===== src/rtl/dest_reg_tracker_if.sv =====
// rtl/dest_reg_tracker_if.sv - EX/ID hazard inputs and forward/stall/writeback outputs
interface dest_reg_tracker_if;
  logic [4:0] ex_write_reg;
  logic       ex_reg_write;
  logic       ex_mem_read;
  logic       ex_flush;
  logic [4:0] ex_rs;
  logic [4:0] ex_rt;
  logic [4:0] id_rs;
  logic [4:0] id_rt;
  logic [1:0] fwd_a;
  logic [1:0] fwd_b;
  logic       stall;
  logic [4:0] wb_write_reg;
  logic       wb_reg_write;
  logic [7:0] stall_cnt;
  // Observation of the MEM slot flags, so flush squashing is visible.
  logic       mem_reg_write;
  logic       mem_mem_read;

  modport master (
    output ex_write_reg, ex_reg_write, ex_mem_read, ex_flush,
    output ex_rs, ex_rt, id_rs, id_rt,
    input  fwd_a, fwd_b, stall, wb_write_reg, wb_reg_write, stall_cnt,
    input  mem_reg_write, mem_mem_read
  );

  modport slave (
    input  ex_write_reg, ex_reg_write, ex_mem_read, ex_flush,
    input  ex_rs, ex_rt, id_rs, id_rt,
    output fwd_a, fwd_b, stall, wb_write_reg, wb_reg_write, stall_cnt,
    output mem_reg_write, mem_mem_read
  );
endinterface


===== src/rtl/dest_reg_tracker.sv =====
// rtl/dest_reg_tracker.sv - MEM/WB destination tracking, operand forwarding and load-use stall
module dest_reg_tracker (
  input  logic               clk,
  input  logic               rst_n,
  dest_reg_tracker_if.slave  bus
);

  logic [4:0] mem_reg;
  logic       mem_rw;
  logic       mem_mr;
  logic [4:0] wb_reg;
  logic       wb_rw;
  logic [7:0] stall_cnt;

  logic       mem_eff;
  logic       wb_eff;
  logic [1:0] fwd_a;
  logic [1:0] fwd_b;
  logic       stall;

  // Register 0 is hardwired, so a slot writing it is never a hazard source.
  assign mem_eff = mem_rw && (mem_reg != 5'd0);
  assign wb_eff  = wb_rw && (wb_reg != 5'd0);

  always_comb begin
    fwd_a = 2'b00;
    fwd_b = 2'b00;
    if (mem_eff && (mem_reg == bus.ex_rs))     fwd_a = 2'b10;
    else if (wb_eff && (wb_reg == bus.ex_rs))  fwd_a = 2'b01;
    if (mem_eff && (mem_reg == bus.ex_rt))     fwd_b = 2'b10;
    else if (wb_eff && (wb_reg == bus.ex_rt))  fwd_b = 2'b01;
  end

  assign stall = bus.ex_mem_read && bus.ex_reg_write && !bus.ex_flush &&
                 (bus.ex_write_reg != 5'd0) &&
                 ((bus.ex_write_reg == bus.id_rs) || (bus.ex_write_reg == bus.id_rt));

  // The load keeps advancing during a stall; the bubble is inserted upstream.
  always_ff @(posedge clk) begin
    if (!rst_n) begin
      mem_reg   <= 5'd0;
      mem_rw    <= 1'b0;
      mem_mr    <= 1'b0;
      wb_reg    <= 5'd0;
      wb_rw     <= 1'b0;
      stall_cnt <= 8'd0;
    end else begin
      wb_reg  <= mem_reg;
      wb_rw   <= mem_rw;
      mem_reg <= bus.ex_write_reg;
      mem_rw  <= bus.ex_reg_write & ~bus.ex_flush;
      mem_mr  <= bus.ex_mem_read & ~bus.ex_flush;
      if (stall && (stall_cnt != 8'hFF)) stall_cnt <= stall_cnt + 8'd1;
    end
  end

  assign bus.fwd_a         = fwd_a;
  assign bus.fwd_b         = fwd_b;
  assign bus.stall         = stall;
  assign bus.wb_write_reg  = wb_reg;
  assign bus.wb_reg_write  = wb_rw;
  assign bus.stall_cnt     = stall_cnt;
  assign bus.mem_reg_write = mem_rw;
  assign bus.mem_mem_read  = mem_mr;

endmodule


===== src/flat_wrapper.sv =====
// flat-port wrapper written by rule: the top's interface ports become plain ports
module dest_reg_tracker_flat 
  (clk, rst_n, bus_ex_write_reg, bus_ex_reg_write, bus_ex_mem_read, bus_ex_flush, bus_ex_rs, bus_ex_rt, bus_id_rs, bus_id_rt, bus_fwd_a, bus_fwd_b, bus_stall, bus_wb_write_reg, bus_wb_reg_write, bus_stall_cnt, bus_mem_reg_write, bus_mem_mem_read);
  dest_reg_tracker_if bus_i ();
  input  logic clk;
  input  logic rst_n;
  input wire logic [$bits(bus_i.ex_write_reg)-1:0] bus_ex_write_reg;
  input wire logic [$bits(bus_i.ex_reg_write)-1:0] bus_ex_reg_write;
  input wire logic [$bits(bus_i.ex_mem_read)-1:0] bus_ex_mem_read;
  input wire logic [$bits(bus_i.ex_flush)-1:0] bus_ex_flush;
  input wire logic [$bits(bus_i.ex_rs)-1:0] bus_ex_rs;
  input wire logic [$bits(bus_i.ex_rt)-1:0] bus_ex_rt;
  input wire logic [$bits(bus_i.id_rs)-1:0] bus_id_rs;
  input wire logic [$bits(bus_i.id_rt)-1:0] bus_id_rt;
  output wire logic [$bits(bus_i.fwd_a)-1:0] bus_fwd_a;
  output wire logic [$bits(bus_i.fwd_b)-1:0] bus_fwd_b;
  output wire logic [$bits(bus_i.stall)-1:0] bus_stall;
  output wire logic [$bits(bus_i.wb_write_reg)-1:0] bus_wb_write_reg;
  output wire logic [$bits(bus_i.wb_reg_write)-1:0] bus_wb_reg_write;
  output wire logic [$bits(bus_i.stall_cnt)-1:0] bus_stall_cnt;
  output wire logic [$bits(bus_i.mem_reg_write)-1:0] bus_mem_reg_write;
  output wire logic [$bits(bus_i.mem_mem_read)-1:0] bus_mem_mem_read;
  assign bus_i.ex_write_reg = bus_ex_write_reg;
  assign bus_i.ex_reg_write = bus_ex_reg_write;
  assign bus_i.ex_mem_read = bus_ex_mem_read;
  assign bus_i.ex_flush = bus_ex_flush;
  assign bus_i.ex_rs = bus_ex_rs;
  assign bus_i.ex_rt = bus_ex_rt;
  assign bus_i.id_rs = bus_id_rs;
  assign bus_i.id_rt = bus_id_rt;
  assign bus_fwd_a = bus_i.fwd_a;
  assign bus_fwd_b = bus_i.fwd_b;
  assign bus_stall = bus_i.stall;
  assign bus_wb_write_reg = bus_i.wb_write_reg;
  assign bus_wb_reg_write = bus_i.wb_reg_write;
  assign bus_stall_cnt = bus_i.stall_cnt;
  assign bus_mem_reg_write = bus_i.mem_reg_write;
  assign bus_mem_mem_read = bus_i.mem_mem_read;
  dest_reg_tracker u_core (.clk(clk), .rst_n(rst_n), .bus(bus_i));
endmodule

===== config.mk =====
export PLATFORM = sky130hd
export DESIGN_NAME = dest_reg_tracker_flat
export DESIGN_NICKNAME = d
export VERILOG_FILES = /design/src/rtl/dest_reg_tracker_if.sv /design/src/rtl/dest_reg_tracker.sv /design/src/flat_wrapper.sv
export SDC_FILE = /design/constraint.sdc
export NUM_CORES = 1
export LEC_CHECK = 0
export CAP_MARGIN = 20
export CORE_AREA = 2 2 71 73
export CTS_CLUSTER_DIAMETER = 200
export CTS_CLUSTER_SIZE = 16
export DETAILED_ROUTE_END_ITERATION = 8
export DIE_AREA = 0 0 73 75
export GPL_ROUTABILITY_DRIVEN = 0
export HOLD_SLACK_MARGIN = 0.06
export SYNTH_ARGS = -nofsm -noshare
export SYNTH_HDL_FRONTEND = slang
export SYNTH_SLANG_ARGS = --single-unit

===== constraint.sdc =====
create_clock -name clk -period 4.8 [get_ports clk]
set_clock_uncertainty 0.15 [all_clocks]
set_input_delay 0.96 -clock clk [delete_from_list [all_inputs] [get_ports clk]]
set_output_delay 0.96 -clock clk [all_outputs]
set_load 0.02 [all_outputs]

# Word-level counts from Yosys, hierarchy flattened
# Cells that the tools add are included.
# classes
n_addsub,1
n_eq_ne,7
mux,4
n_bitwise,3
reduce_logical,16
# op_table
operator,n
== test 5 bit,6
nonzero test 5 bit,3
logical AND 1 bit,11
adder 8 x 1 -> 8 bit (second input constant),1
inequality test 8 bit (second input constant),1
two-way mux 2 bit,2
AND 1 bit,2
two-way mux 1 bit,2
logical NOT 1 bit,1
logical OR 1 bit,1
inverter 1 bit,1
# word_totals
ff_bits,21
input_bits,30
output_inout_bits,21
wordCells,37

# Logic depth before layout (Yosys ltp)
# Gate-level depths: netlist (run 1).
# depth
depth_word,5
depth_mapped,6
mapped_depth_nobuf,6

# Least setup slack after synthesis (run 1)
# No wires, ideal clock.
# synth_timing
path_kind,input to output
from,in bus_ex_rs[4]
to,out bus_fwd_a[0]
arrival_ns,2.254
required_time_ns,3.690
path_slack_ns,1.436
stages,4
n_path_buf,0
cell_sequence,xnor2_1 > nand3_1 > nor4_1 > nor4_1
# synth_between
elab_chain_cells,4
word_cells_on_any_way,6
classes_between,eq/ne: 2; mux: 2; reduce/logical: 2
# synth_rtl
element,line_no,source
start: declaration,flat_wrapper.sv:11,input wire logic [$bits(bus_i.ex_rs)-1:0] bus_ex_rs;
== test 5 bit,dest_reg_tracker.sv:29,else if (wb_eff && (wb_reg == bus.ex_rs)) fwd_a = 2'b01;
logical AND 1 bit,dest_reg_tracker.sv:29,
two-way mux 1 bit,dest_reg_tracker.sv:29,
two-way mux 2 bit *,dest_reg_tracker.sv:28,if (mem_eff && (mem_reg == bus.ex_rs)) fwd_a = 2'b10;
end: declaration,flat_wrapper.sv:15,output wire logic [$bits(bus_i.fwd_a)-1:0] bus_fwd_a;
# Mark *: on every way between the ends. The rest lies on a longest branch, timed or not.

# Worst setup path in the final report (run 1)
# layout_timing
from,in bus_ex_write_reg[1]
to,out bus_stall
# layout_between
elab_chain_cells,3
word_cells_on_any_way,6
classes_between,eq/ne: 2; reduce/logical: 4
# layout_rtl
element,line_no,source
start: declaration,flat_wrapper.sv:7,input wire logic [$bits(bus_i.ex_write_reg)-1:0] bus_ex_write_reg;
== test 5 bit / nonzero test 5 bit (equally long branches),"dest_reg_tracker.sv:36, dest_reg_tracker.sv:35",
logical OR 1 bit / logical AND 1 bit (equally long branches),"dest_reg_tracker.sv:36, dest_reg_tracker.sv:34",
logical AND 1 bit *,dest_reg_tracker.sv:35,(bus.ex_write_reg != 5'd0) &&
end: declaration,flat_wrapper.sv:17,output wire logic [$bits(bus_i.stall)-1:0] bus_stall;
# Marked as above.

==> metrics.txt, run 1 <==
status=completed; die height=75 um; DR vias=1076; CP max FO=10; Primary FF master, synth=dfxtp_1; Post-Route Utilization=38.5%; Bufs on Longest Clock Path=2; fill cell count=478; CP bufs+invs=3; mux share of post-synthesis cell area=4.20%; critical path cell sequence=clkdlybuf4s50_1 > xor2_1 > nor3_2 > a22oi_2 > or2b_2 > inv_1 > clkdlybuf4s50_1; Post-Synth XOR/XNOR Area=22.0%; Post CTS Setup Buffer Count=0; gr ovfl total=0; DR DRC count=0; placement-stage cell area=0.00175 mm2; Crit path largest cell delay=0.60 ns; synth top area cells=dfxtp_1 (35%), xor2_1 (18%), and2_1 (5.2%), xnor2_1 (4.4%), mux2i_1 (4.2%); cell mode on critical path=clkdlybuf4s50_1; Chip Width=73 um; main combinational cell family by area after synthesis=simple AND/OR/NAND/NOR gates; Synth-to-Final Area Change=50.6%; hold_buf cts=0; EDFF count, synth=0; FFs w/ async S/R, synth=0%; die area=0.00548 mm2; # H-tree levels=1; dpl hpwl=2210 um; Multi-input gate area=753 um2; Mean Syn Cell Area=9.17 um2; Tcrit/Tclk final=85.7%; max reg flops=8; Final Hold Vio Count=0; clock tree sinks=21; layout cells sized above 1=6.04%; antenna violations before repair=0; Detailed Route Iter0 Violations=15; FF+latch count, synth=21; Power Total=0.373 mW; total of max-cap violations=0; Peak supply drop=0.0000982 V; antenna cell count=0; Hold Slack=0.360 ns; Req. time, crit path=3.69 ns; total wire length=2770 um; vias in the first global route=1050; largest net degree at the start of global routing=27; slew at the pin closest to its max-slew limit=0.775 ns; power per cell area=208 mW/mm2; RSZ-0062 raised after global routing=no; WS Path Type=in2out; CTS tree=done; final-report setup violation count=0; Synth Area in Simple Gates=29.8%; Mapped Area=0.00119 mm2; slowest CP cell=clkdlybuf4s50_1; Cells after Synth=130; count leader, synth=xor2_1; Synth top area share=35.3%; Compound-Gate Fraction of Synth Area=6.09%; cell taking the most area after synthesis=dfxtp_1; Finished Layout Cells=236; Port-buffer cells=50; adder-cell area share of the yosys netlist=1.05%; P_leak=0.662 nW; I/O pins=51; fin crit period=4.11 ns; max-slew violation count=0; post_cts resized=0; class of the worst hold path=reg2reg; cell row count=25; flip-flop and latch area=420 um2; crit path DAT=3.00 ns; Synth top cells by count=xor2_1 (24), dfxtp_1 (21), and2_1 (10); Setup crit start kind=primary input; Via density=4.56; kind of end point of the critical path=primary output; Yosys Warn Count=0; worst skew pair latency=0.26 ns; Yosys cell types=34; fin nets=214; Cells after DPL=232; Syn Nets=161; fin area=0.00180 mm2; Routed WL per cell=11.7 um; Seq/Total Area, Yosys=35.3%; family with the most delay on the worst path=buffers and inverters; Root Buffer Master=clkbuf_8; final setup TNS=0 ns; worst relative slew slack=48.1%; pre-CTS setup slack=0.674 ns; max frequency=243 MHz; Initial Utilization=25.6%; DRT antenna net count=0; DRT Pass-1 Iters=4; core footprint=0.00466 mm2; clk slew on worst S/H paths=0.07 ns; first-pass GRT wire length=4600 um; setup ws final=0.687 ns; GRT Util Overall=10.5%; cts bufs inserted=3
[routing by layer]
metal  global-route usage, %  vias up  part of all wire (%)
met3                    2.01        2                   5.7
met1                    13.9      484                    49
li1                        -      556                     -
met2                    17.3       34                    45
met4                    3.09        0                  0.76
met5                       0        -                     0
[logic make-up after synthesis]
family / count (synthesis)
flip-flops: 21
XOR/XNOR: 30
adder cells (fa/ha/maj): 1
AND/OR/NAND/NOR: 59
buffers and inverters: 4
AO/OA/AOI/OAI: 10
multiplexers: 5
[layout by cell type, fill, tap and decap left out]
| cell type | n |
|---|---|
| ha_1 | 1 |
| clkdlybuf4s50_1 | 50 |
| o221a_2 | 1 |
| or2_2 | 1 |
| o21ai_1 | 1 |
| o41ai_1 | 1 |
| nor3_2 | 2 |
| o31ai_1 | 1 |
| clkinv_2 | 1 |
| dfxtp_1 | 21 |
| xor2_1 | 24 |
| nand2_1 | 8 |
| and2_1 | 10 |
| nand3_1 | 6 |
| nand4_1 | 2 |
| a21oi_1 | 2 |
| o21ai_0 | 2 |
| nand3b_1 | 1 |
| xnor2_1 | 6 |
| and3b_1 | 2 |
| nand2b_1 | 4 |
| or2b_2 | 1 |
| nor3_1 | 1 |
| nor4_1 | 5 |
| clkbuf_8 | 3 |
| nor2_1 | 5 |
| a21boi_1 | 1 |
| inv_1 | 2 |
| nor2b_1 | 1 |
| mux2i_1 | 5 |
| and2_2 | 1 |
| nor3b_1 | 3 |
| and3_1 | 1 |
| or4_1 | 5 |
| a22oi_2 | 1 |
[power by group]
group | internal [mW] | switching [mW] | total [mW] | leakage, nW
combinational | 0.0432 | 0.0298 | 0.0731 | 0.465
sequential | 0.179 | 0.00614 | 0.185 | 0.172
clock | 0.0577 | 0.0567 | 0.114 | 0.0255
[path summary, 6_finish.rpt]
check | from | to | slack [ns] | cells past startpoint
setup / recovery | bus_ex_write_reg[1] | bus_stall | 0.69 | 7
hold reg to reg | u_core.bus.mem_reg_write | u_core.bus.wb_reg_write | 0.36 | 1
hold / removal | u_core.bus.mem_reg_write | u_core.bus.wb_reg_write | 0.36 | 1
setup reg to reg | u_core.bus.stall_cnt[0] | u_core.bus.stall_cnt[3] | 2.89 | 6
[area by class of cell]
type	count	area share, %
well taps	54	3.76
clock inverters	1	0.279
multi-input cells	105	42.0
repair buffers	50	27.9
flip-flops and latches	21	23.4
inverters	2	0.418
clock buffers	3	2.30
No activity file was read; power rests on OpenSTA's default activity.
==> inputs of run 2 (changes only) <==
--- a/config.mk
+++ b/config.mk
@@ -13,6 +13,7 @@
 export DIE_AREA = 0 0 73 75
 export GPL_ROUTABILITY_DRIVEN = 0
 export HOLD_SLACK_MARGIN = 0.06
+export SKIP_CTS_REPAIR_TIMING = 1
 export SYNTH_ARGS = -nofsm -noshare
 export SYNTH_HDL_FRONTEND = slang
 export SYNTH_SLANG_ARGS = --single-unit
==> results of run 2 <==
No change in the layout: final DEF, timing and power equal those of run 1.
==> inputs of run 3 (changes only) <==
--- a/config.mk
+++ b/config.mk
@@ -13,6 +13,7 @@
 export DIE_AREA = 0 0 73 75
 export GPL_ROUTABILITY_DRIVEN = 0
 export HOLD_SLACK_MARGIN = 0.06
+export SETUP_SLACK_MARGIN = 0.3
 export SKIP_CTS_REPAIR_TIMING = 1
 export SYNTH_ARGS = -nofsm -noshare
 export SYNTH_HDL_FRONTEND = slang
==> results of run 3 <==
No change in the layout: final DEF, timing and power equal those of run 1.
